`config.mk`:
```
export PLATFORM = sky130hd
export DESIGN_NAME = eth_gt_link_supervisor
export DESIGN_NICKNAME = d
export VERILOG_FILES = /design/src/rtl/eth_gt_link_supervisor.sv
export SDC_FILE = /design/constraint.sdc
export NUM_CORES = 1
export LEC_CHECK = 0
export BUFFER_PORTS_ARGS = -buffer_cell sky130_fd_sc_hd__buf_4
export CORE_MARGIN = 3
export CORE_UTILIZATION = 55
export CTS_BUF_LIST = sky130_fd_sc_hd__clkbuf_4 sky130_fd_sc_hd__clkbuf_8 sky130_fd_sc_hd__clkbuf_16
export CTS_CLUSTER_SIZE = 30
export DETAILED_ROUTE_END_ITERATION = 7
export MAX_ROUTING_LAYER = met4
export PLACE_DENSITY = 0.77
export REMOVE_ABC_BUFFERS = 1
export SLEW_MARGIN = 15
export SYNTH_ARGS = -nofsm -noshare
export SYNTH_HDL_FRONTEND = slang
export SYNTH_SLANG_ARGS = --single-unit
export TNS_END_PERCENT = 50
```
`constraint.sdc`:
```
create_clock -name clk -period 3 [get_ports clk]
set_input_delay 0.15 -clock clk [delete_from_list [all_inputs] [get_ports clk]]
set_output_delay 0.15 -clock clk [all_outputs]
set_load 0.05 [all_outputs]
```
`src/rtl/eth_gt_link_supervisor.sv`:
```
// Link bring-up and health supervisor for 1..NUM_LANES 10G BASE-R GT lanes.
// Sequences the GT-wizard reset, qualifies per-lane block lock, retries lanes and counts drops.
module eth_gt_link_supervisor #(
  parameter int unsigned NUM_LANES     = 1,
  parameter int unsigned HOLD_CYCLES   = 1024,
  parameter int unsigned DONE_TIMEOUT  = 65536,
  parameter int unsigned LOCK_TIMEOUT  = 131072,
  parameter int unsigned STABLE_CYCLES = 1024,
  parameter int unsigned RST_PULSE     = 16,
  parameter int unsigned MAX_RETRIES   = 8
) (
  input  logic                     clk,
  input  logic                     resetn,
  input  logic [NUM_LANES-1:0]     lane_enable,
  input  logic [NUM_LANES-1:0]     clear_fail,
  input  logic [NUM_LANES-1:0]     gt_reset_tx_done,
  input  logic [NUM_LANES-1:0]     gt_reset_rx_done,
  input  logic [NUM_LANES-1:0]     rx_block_lock,
  output logic                     gt_reset_all,
  output logic [NUM_LANES-1:0]     gt_reset_rx_datapath,
  output logic [NUM_LANES-1:0]     link_up,
  output logic [NUM_LANES-1:0]     lane_failed,
  output logic                     all_up,
  output logic [8*NUM_LANES-1:0]   link_drop_count
);

  localparam int unsigned GMAX = (HOLD_CYCLES > DONE_TIMEOUT) ? HOLD_CYCLES : DONE_TIMEOUT;
  localparam int unsigned GW   = $clog2(GMAX + 1);
  localparam int unsigned LW   = $clog2(LOCK_TIMEOUT + 1);
  localparam int unsigned SW   = $clog2(STABLE_CYCLES + 1);
  localparam int unsigned RW   = $clog2(MAX_RETRIES + 1);
  localparam int unsigned PW   = $clog2(RST_PULSE + 1);

  localparam logic [GW-1:0] HOLD_LAST  = GW'(HOLD_CYCLES - 1);
  localparam logic [GW-1:0] DONE_LAST  = GW'(DONE_TIMEOUT - 1);
  localparam logic [LW-1:0] LOCK_LAST  = LW'(LOCK_TIMEOUT - 1);
  localparam logic [SW-1:0] STABLE_CNT = SW'(STABLE_CYCLES);
  localparam logic [PW-1:0] PULSE_LAST = PW'(RST_PULSE - 1);
  localparam logic [RW-1:0] RETRY_MAX  = RW'(MAX_RETRIES);

  typedef enum logic [1:0] {G_HOLD, G_WAIT_DONE, G_RUN} g_state_t;
  typedef enum logic [2:0] {L_IDLE, L_WAIT_LOCK, L_RX_RST, L_UP, L_FAILED} l_state_t;

  logic [NUM_LANES-1:0] r_tx_meta, r_tx_sync;
  logic [NUM_LANES-1:0] r_rx_meta, r_rx_sync;
  logic [NUM_LANES-1:0] r_lock_meta, r_lock_sync;

  always_ff @(posedge clk or negedge resetn) begin
    if (!resetn) begin
      r_tx_meta   <= '0;
      r_tx_sync   <= '0;
      r_rx_meta   <= '0;
      r_rx_sync   <= '0;
      r_lock_meta <= '0;
      r_lock_sync <= '0;
    end else begin
      r_tx_meta   <= gt_reset_tx_done;
      r_tx_sync   <= r_tx_meta;
      r_rx_meta   <= gt_reset_rx_done;
      r_rx_sync   <= r_rx_meta;
      r_lock_meta <= rx_block_lock;
      r_lock_sync <= r_lock_meta;
    end
  end

  logic w_all_done;
  logic w_lanes_run;
  assign w_all_done = &(r_tx_sync & r_rx_sync);

  g_state_t        r_g_state, w_g_next;
  logic [GW-1:0]   r_g_cnt, w_g_cnt_next;
  logic            r_gt_reset_all;

  always_comb begin
    w_g_next     = r_g_state;
    w_g_cnt_next = r_g_cnt + 1'b1;
    unique case (r_g_state)
      G_HOLD: begin
        if (r_g_cnt == HOLD_LAST) begin
          w_g_next     = G_WAIT_DONE;
          w_g_cnt_next = '0;
        end
      end
      G_WAIT_DONE: begin
        if (w_all_done) begin
          w_g_next     = G_RUN;
          w_g_cnt_next = '0;
        end else if (r_g_cnt == DONE_LAST) begin
          w_g_next     = G_HOLD;
          w_g_cnt_next = '0;
        end
      end
      G_RUN: begin
        w_g_cnt_next = '0;
        if (!w_all_done) w_g_next = G_HOLD;
      end
      default: begin
        w_g_next     = G_HOLD;
        w_g_cnt_next = '0;
      end
    endcase
  end

  always_ff @(posedge clk or negedge resetn) begin
    if (!resetn) begin
      r_g_state      <= G_HOLD;
      r_g_cnt        <= '0;
      r_gt_reset_all <= 1'b1;
    end else begin
      r_g_state      <= w_g_next;
      r_g_cnt        <= w_g_cnt_next;
      r_gt_reset_all <= (w_g_next == G_HOLD);
    end
  end

  assign gt_reset_all = r_gt_reset_all;
  // Lanes drop out in the same cycle the global FSM leaves RUN, not one later.
  assign w_lanes_run  = (r_g_state == G_RUN) && w_all_done;

  for (genvar i = 0; i < NUM_LANES; i++) begin : g_lane
    l_state_t      r_state, w_next;
    logic [LW-1:0] r_lcnt, w_lcnt_n;
    logic [SW-1:0] r_scnt, w_scnt_n;
    logic [RW-1:0] r_retry, w_retry_n;
    logic [PW-1:0] r_pcnt, w_pcnt_n;
    logic [7:0]    r_drops, w_drops_n;
    logic          r_link_up, r_rx_rst, r_failed;
    logic          w_lock;

    assign w_lock = r_lock_sync[i];

    always_comb begin
      w_next    = r_state;
      w_lcnt_n  = r_lcnt;
      w_scnt_n  = r_scnt;
      w_retry_n = r_retry;
      w_pcnt_n  = r_pcnt;
      w_drops_n = r_drops;
      if (!w_lanes_run || !lane_enable[i]) begin
        w_next   = L_IDLE;
        w_pcnt_n = '0;
      end else begin
        unique case (r_state)
          L_IDLE: begin
            w_next   = L_WAIT_LOCK;
            w_lcnt_n = '0;
            w_scnt_n = '0;
          end
          L_WAIT_LOCK: begin
            w_lcnt_n = r_lcnt + 1'b1;
            w_scnt_n = w_lock ? r_scnt + 1'b1 : '0;
            // Stable target is tested first so it wins a tie with the timeout.
            if (r_scnt == STABLE_CNT) begin
              w_next    = L_UP;
              w_retry_n = '0;
            end else if (r_lcnt == LOCK_LAST) begin
              w_next   = L_RX_RST;
              w_pcnt_n = '0;
              if (r_retry != RETRY_MAX) w_retry_n = r_retry + 1'b1;
            end
          end
          L_RX_RST: begin
            if (r_pcnt == PULSE_LAST) begin
              w_next   = (r_retry == RETRY_MAX) ? L_FAILED : L_WAIT_LOCK;
              w_lcnt_n = '0;
              w_scnt_n = '0;
            end else begin
              w_pcnt_n = r_pcnt + 1'b1;
            end
          end
          L_UP: begin
            if (!w_lock) begin
              w_next   = L_WAIT_LOCK;
              w_lcnt_n = '0;
              w_scnt_n = '0;
              if (r_drops != 8'hFF) w_drops_n = r_drops + 1'b1;
            end
          end
          L_FAILED: begin
            if (clear_fail[i]) begin
              w_next    = L_WAIT_LOCK;
              w_retry_n = '0;
              w_lcnt_n  = '0;
              w_scnt_n  = '0;
            end
          end
          default: w_next = L_IDLE;
        endcase
      end
    end

    always_ff @(posedge clk or negedge resetn) begin
      if (!resetn) begin
        r_state   <= L_IDLE;
        r_lcnt    <= '0;
        r_scnt    <= '0;
        r_retry   <= '0;
        r_pcnt    <= '0;
        r_drops   <= '0;
        r_link_up <= 1'b0;
        r_rx_rst  <= 1'b0;
        r_failed  <= 1'b0;
      end else begin
        r_state   <= w_next;
        r_lcnt    <= w_lcnt_n;
        r_scnt    <= w_scnt_n;
        r_retry   <= w_retry_n;
        r_pcnt    <= w_pcnt_n;
        r_drops   <= w_drops_n;
        r_link_up <= (r_state == L_UP) && (w_next == L_UP);
        r_rx_rst  <= (w_next == L_RX_RST);
        r_failed  <= (w_next == L_FAILED);
      end
    end

    assign link_up[i]              = r_link_up;
    assign gt_reset_rx_datapath[i] = r_rx_rst;
    assign lane_failed[i]          = r_failed;
    assign link_drop_count[8*i +: 8] = r_drops;
  end

  logic r_all_up;

  always_ff @(posedge clk or negedge resetn) begin
    if (!resetn) r_all_up <= 1'b0;
    else         r_all_up <= (|lane_enable) && (&(link_up | ~lane_enable));
  end

  assign all_up = r_all_up;

endmodule
```
After elaboration in Yosys (flattened, before gate mapping)
Index checks and enable logic that the tools add are counted.
{ "totals": {"input_bits": 7, "regBits": 79, "out_inout_bits": 13, "mem_count": 0, "mem_bits_rw": 0, "latchBits": 0, "wordCells": 107, "romBits": 0} }
{ "classes": {"n_lt_le_gt_ge": 0, "n_div": 0, "addsub": 6, "shift": 0, "n_reduce_logical": 16, "bitwise": 5, "multipliers": 0, "muxes": 36, "eq_ne": 25} }
{ "op_table": {"columns": ["operator", "n"], "rows": [
  ["$pmux W18 S5", 1],
  ["$pmux W11 S5", 1],
  ["$mux W18", 3],
  ["$mux W17", 3],
  ["$mux W11", 4],
  ["$pmux W17 S2", 1],
  ["$mux W3", 7],
  ["$mux W5", 4],
  ["$add A18 B1 Y18 const B", 1],
  ["$eq A18 B17 Y1 const B", 1],
  ["$add A17 B1 Y17 const B", 1],
  ["$eq A17 B10 Y1 const B", 1],
  ["$eq A17 B16 Y1 const B", 1],
  ["$mux W4", 4],
  ["$ne A3 B3 Y1 const B", 5],
  ["$pmux W3 S5", 1],
  ["$eq A3 B2 Y1 const B", 4],
  ["$add A11 B1 Y11 const B", 1],
  ["$eq A11 B11 Y1 const B", 1],
  ["$pmux W5 S2", 1],
  ["$reduce_and A5 Y1", 2],
  ["$add A8 B1 Y8 const B", 1],
  ["$mux W2", 4],
  ["$ne A8 B8 Y1 const B", 1],
  ["24 further kinds", 34]
]} }

Logic depth before layout (Yosys ltp)
{ "logic_depth": {"word_depth": 7, "mapped_depth": 11, "depth_no_buf": 10} }

Worst setup path after synthesis
OpenSTA, ideal clock, no wires.
{ "synth_path": {"path_type": "register -> register", "startpoint": "register r_g_cnt[0]", "endpoint": "register r_g_cnt[12]", "n_path_buf": 1, "setup_slack_ns": 0.820, "required_ns": 2.879, "stages_incl_launch_ff": 12, "arrival_time_ns": 2.059, "synth_period_minus_slack_ns": 2.180, "setup_ns": 0.121, "path_cell_list": "dfrtp_1 -> ha_1 -> nand3_1 -> nor4_4 -> nand3_1 -> inv_1 -> ha_1 -> nand3b_1 -> nor2_1 -> a21oi_2 -> buf_2 -> nor2_1"} }
{ "synth_via": {"elab_chain_len": 4, "word_cells_on_any_way": 7, "cone_classes": "1 x add/sub; 2 x eq/ne; 4 x mux"} }
{ "synth_lines": {"columns": ["item", "line_no", "rtl"], "rows": [
  ["from (decl)", "71", "logic [GW-1:0] r_g_cnt, w_g_cnt_next;"],
  ["from (signal assigned)", "111", "r_g_cnt <= w_g_cnt_next;"],
  ["$add A17 B1 Y17 or $eq A17 B16 Y1 (tied branches)", "76, 88", null],
  ["$mux W17", "88", "end else if (r_g_cnt == DONE_LAST) begin"],
  ["$mux W17", "85", "if (w_all_done) begin"],
  ["$pmux W17 S2 (*)", "77", "unique case (r_g_state)"],
  ["named net w_g_cnt_next[12]", "71", null]
]} }
The timed path passes the listed nets; every way through them passes the cells marked *.
A chain may end at the register's enable or synchronous reset.

Worst setup path after layout
{ "layout_path": {"startpoint": "register g_lane[0].r_pcnt[0]", "endpoint": "register g_lane[0].r_scnt[7]"} }
{ "layout_via": {"elab_chain_len": 3} }
{ "layout_lines": {"columns": ["item", "line_no", "rtl"], "rows": [
  ["from (decl)", "125", "logic [PW-1:0] r_pcnt, w_pcnt_n;"],
  ["from (signal assigned)", "208", "r_pcnt <= w_pcnt_n;"],
  ["$eq A5 B4 Y1", "163", "if (r_pcnt == PULSE_LAST) begin"],
  ["$ne A2 B2 Y1 (no source line)", null, null],
  ["$reduce_and A5 Y1 (no source line)", null, null],
  ["to (signal assigned)", "206", "r_scnt <= w_scnt_n;"],
  ["to (decl)", "123", "logic [SW-1:0] r_scnt, w_scnt_n;"]
]} }
No other way between the ends.

==> impl_metrics.toml <==
[status]
status = "complete, no violations"

[routing]
routed_wl_um = 8000
viasPerCell = 5.75
ant_nets = 0
first_pass_iters = 4
first_iter_violations = 168
vias = 3112
drc_errors = 0
routedWlPerCell_um = 14.8

[die]
pin_count = 20
row_count = 30
start_util_pct = 58.2
die_width_um = 91.9
coreArea_mm2 = 0.00698
die_area_mm2 = 0.00845
die_y_um = 91.9

[sta]
period_share_pct = 78.9
finalSetupTns_ps = 0
setup_ws_ps = 632
fin_skew_ps = 8.74
setup_viol = 0
slew_viol_final = 0
worst_slew_pin_slew_ps = 985
fin_crit_ps = 2370
hold_viol_final = 0
fmax_mhz = 422
grt_setup_unrepaired = "false"
max-slew-margin-rel_pct = 34.3

[flow_run]
max_cap_viol_count = 0

[placed_design]
port-buffer-count = 19
place_area_mm2 = 0.00428
place_congestion = 0.870
pre_cts_ws_ps = 636
dp_hpwl_um = 5290

[critical_path]
r2r_end = "g_lane[0].r_scnt[7]$_DFFE_PN0P_"
endpoint_kind = "flop"
start_kind = "flop"
worstPathMaxFanout = 10
crit_arrival_ps = 2610
criticalPathCategory = "reg -> reg"
ff2ff_path_depth = 8
required_ps = 3240
reg2reg_setup_slack_ps = 630
r2r_start = "g_lane[0].r_pcnt[0]$_DFFE_PN0P_"

[global_route]
grt_pass1_vias = 3101
grt_max_degree = 80
overflow = 0
grt_pass1_wl_um = 14400
antenna_found_initial = 0
globalRouteTotalUtil_pct = 21.5

[synthesis]
ys_warn_count = 0
synth_common_cells = "78 x dfrtp_1, 40 x nor2_1, 33 x o21ai_0"
synth_most_common_cell = "dfrtp_1"
postSynthCellCount = 417
synth_edf_count = 0
ys.flop_type = "dfrtp_1"
synth.distinct_cells = 49
synth_area_leaders = "dfrtp_1 48%, o21ai_0 4.1%, nor2_1 3.7%, ha_1 3.4%, xnor2_1 3.2%"
synthArstFlopShare_pct = 100
synth_seq_area_share_pct = 48.7
yosys.area.top_type = "dfrtp_1"
synth_seq_cells = 79
synth_area_per_cell_um2 = 9.74
syn_area_mm2 = 0.00406
synth.top_cell.area_share_pct = 48.1

[finish]
nets = 458
fin_area_mm2 = 0.00454
syn_to_final_growth_pct = 11.9
final_core_util_pct = 65.1
drive_gt1_share_pct = 11.2
multi_input_area_mm2 = 0.00195
fillers = 576
diodes = 0
seqCellArea_mm2 = 0.00198

[clock_tree]
cts-buffers-inserted = 9
tritoncts = "yes"
clk_pin_slew_ps = 80
clk_latency_ps = 350
cts.path.max_buffers = 2
clkSinkCount = 79
cts_root_buf = "clkbuf_8"
post_cts_buffers = 0
postCtsHoldBufs = 5
h-tree-depth = 3
cts_resized = 0

[hold_path]
holdPathStages = 4
worstHoldStart = "clear_fail"
hold_end = "lane_failed$_DFF_PN0_"
hp-class = "in -> reg"

[pwr]
power_density_mw_per_mm2 = 427
p_leak_nw = 1.94
vdd.ir_drop.worst_uv = 252
[critical path: stages (launching register included)]
cell and delay (ps):
dfrtp_1 410, ha_1 220, and3_1 170, ha_1 220
nand2b_1 90, a31oi_1 260, o21ai_1 140, or2_1 410
o41ai_1 350
[flip-flops by register name (all words and copies together) (netlist names), 2 cells and up]
register	cells
g_lane.r_lcnt	18
r_g_cnt	17
g_lane.r_scnt	11
link_drop_count	8
g_lane.r_pcnt	5
g_lane.r_retry	4
g_lane.r_state	3
r_g_state	2
[through the flow]
| step | power, mW | hold slack (ps) | instances |
|---|---|---|---|
| after floorplan | 1.09 | -146 | 401 |
| after global placement | 1.12 | 260 | 520 |
| after detailed placement | 1.12 | 260 | 520 |
| after CTS | 1.97 | 236 | 541 |
| after global routing | 2.03 | 291 | 541 |
| final | 1.94 | 263 | 541 |
[cells in the final DEF, fill, tap and decap left out, types with 2 or more instances in the layout]
cell type      Yosys  final
nor3_1            16     16
o2bb2ai_1          2      2
nor3_4             2      2
o21ai_1            4      4
or3_1             13     13
xor2_1             9      9
inv_1             14     14
and3_1            12     12
dlygate4sd3_1      0      5
or2_1              2      2
nor4_4             2      2
a21oi_1           19     19
o41ai_1            2      2
nor2b_1            6      6
nand3_1           26     26
nor4_1             3      3
nand4_1           11     11
nand3b_1           4      4
o31ai_1           14     14
o211ai_1           2      2
and4_1             4      4
a31oi_1            4      4
dfrtp_1           78     78
nor2_1            40     40
o21ai_0           33     33
ha_1              11     11
buf_4              2     23
mux2_4             2      2
nand2_1           24     24
xnor2_1           15     15
nand2b_1           5      5
clkbuf_8           0     11
and2_1             4      4
inv_6              0      2
mux2i_1            3      3
[routing by layer]
metal	part of all wire, %	global-route usage, %
met4	1.3	6.56
met1	48	28.5
met3	3.4	4.51
met5	0	-
met2	47	33.5
[area by class of cell]
cell class | count | share of cell area [%]
flip-flops and latches | 79 | 43.5
multi-input cells | 308 | 43.0
repair buffers | 28 | 4.90
clock buffers | 11 | 3.33
well taps | 96 | 2.64
clock inverters | 5 | 1.40
inverters | 14 | 1.16
[kinds of logic after synthesis]
| kind of cell | after synthesis | share of synthesized area (%) |
|---|---|---|
| AO/OA/AOI/OAI | 90 | 13.7 |
| XOR/XNOR | 24 | 5.18 |
| adder cells (fa/ha/maj) | 11 | 3.39 |
| buffers and inverters | 30 | 3.17 |
| flip-flops | 79 | 48.7 |
| multiplexers | 6 | 1.76 |
| AND/OR/NAND/NOR | 177 | 24.1 |
[how the worst max path moves through the flow]
stage / from / end / slack, ps / depth (start not counted)
after floorplan: g_lane[0].r_pcnt[0]$_DFFE_PN0P_ / g_lane[0].r_scnt[7]$_DFFE_PN0P_ / 540 / 8
after global placement: g_lane[0].r_pcnt[0]$_DFFE_PN0P_ / g_lane[0].r_scnt[7]$_DFFE_PN0P_ / 750 / 8
after detailed placement: g_lane[0].r_pcnt[0]$_DFFE_PN0P_ / g_lane[0].r_scnt[7]$_DFFE_PN0P_ / 640 / 8
after CTS: g_lane[0].r_pcnt[0]$_DFFE_PN0P_ / g_lane[0].r_scnt[7]$_DFFE_PN0P_ / 600 / 8
after global routing: r_g_cnt[0]$_DFF_PN0_ / r_g_cnt[9]$_DFF_PN0_ / 390 / 11
final: g_lane[0].r_pcnt[0]$_DFFE_PN0P_ / g_lane[0].r_scnt[7]$_DFFE_PN0P_ / 630 / 8
[power by group]
part	internal, mW	switching [mW]
logic	0.0104	0.0243
registers	1.07	0.00198
clock network	0.437	0.398
Note: power is estimated with default switching activity, not from simulation.
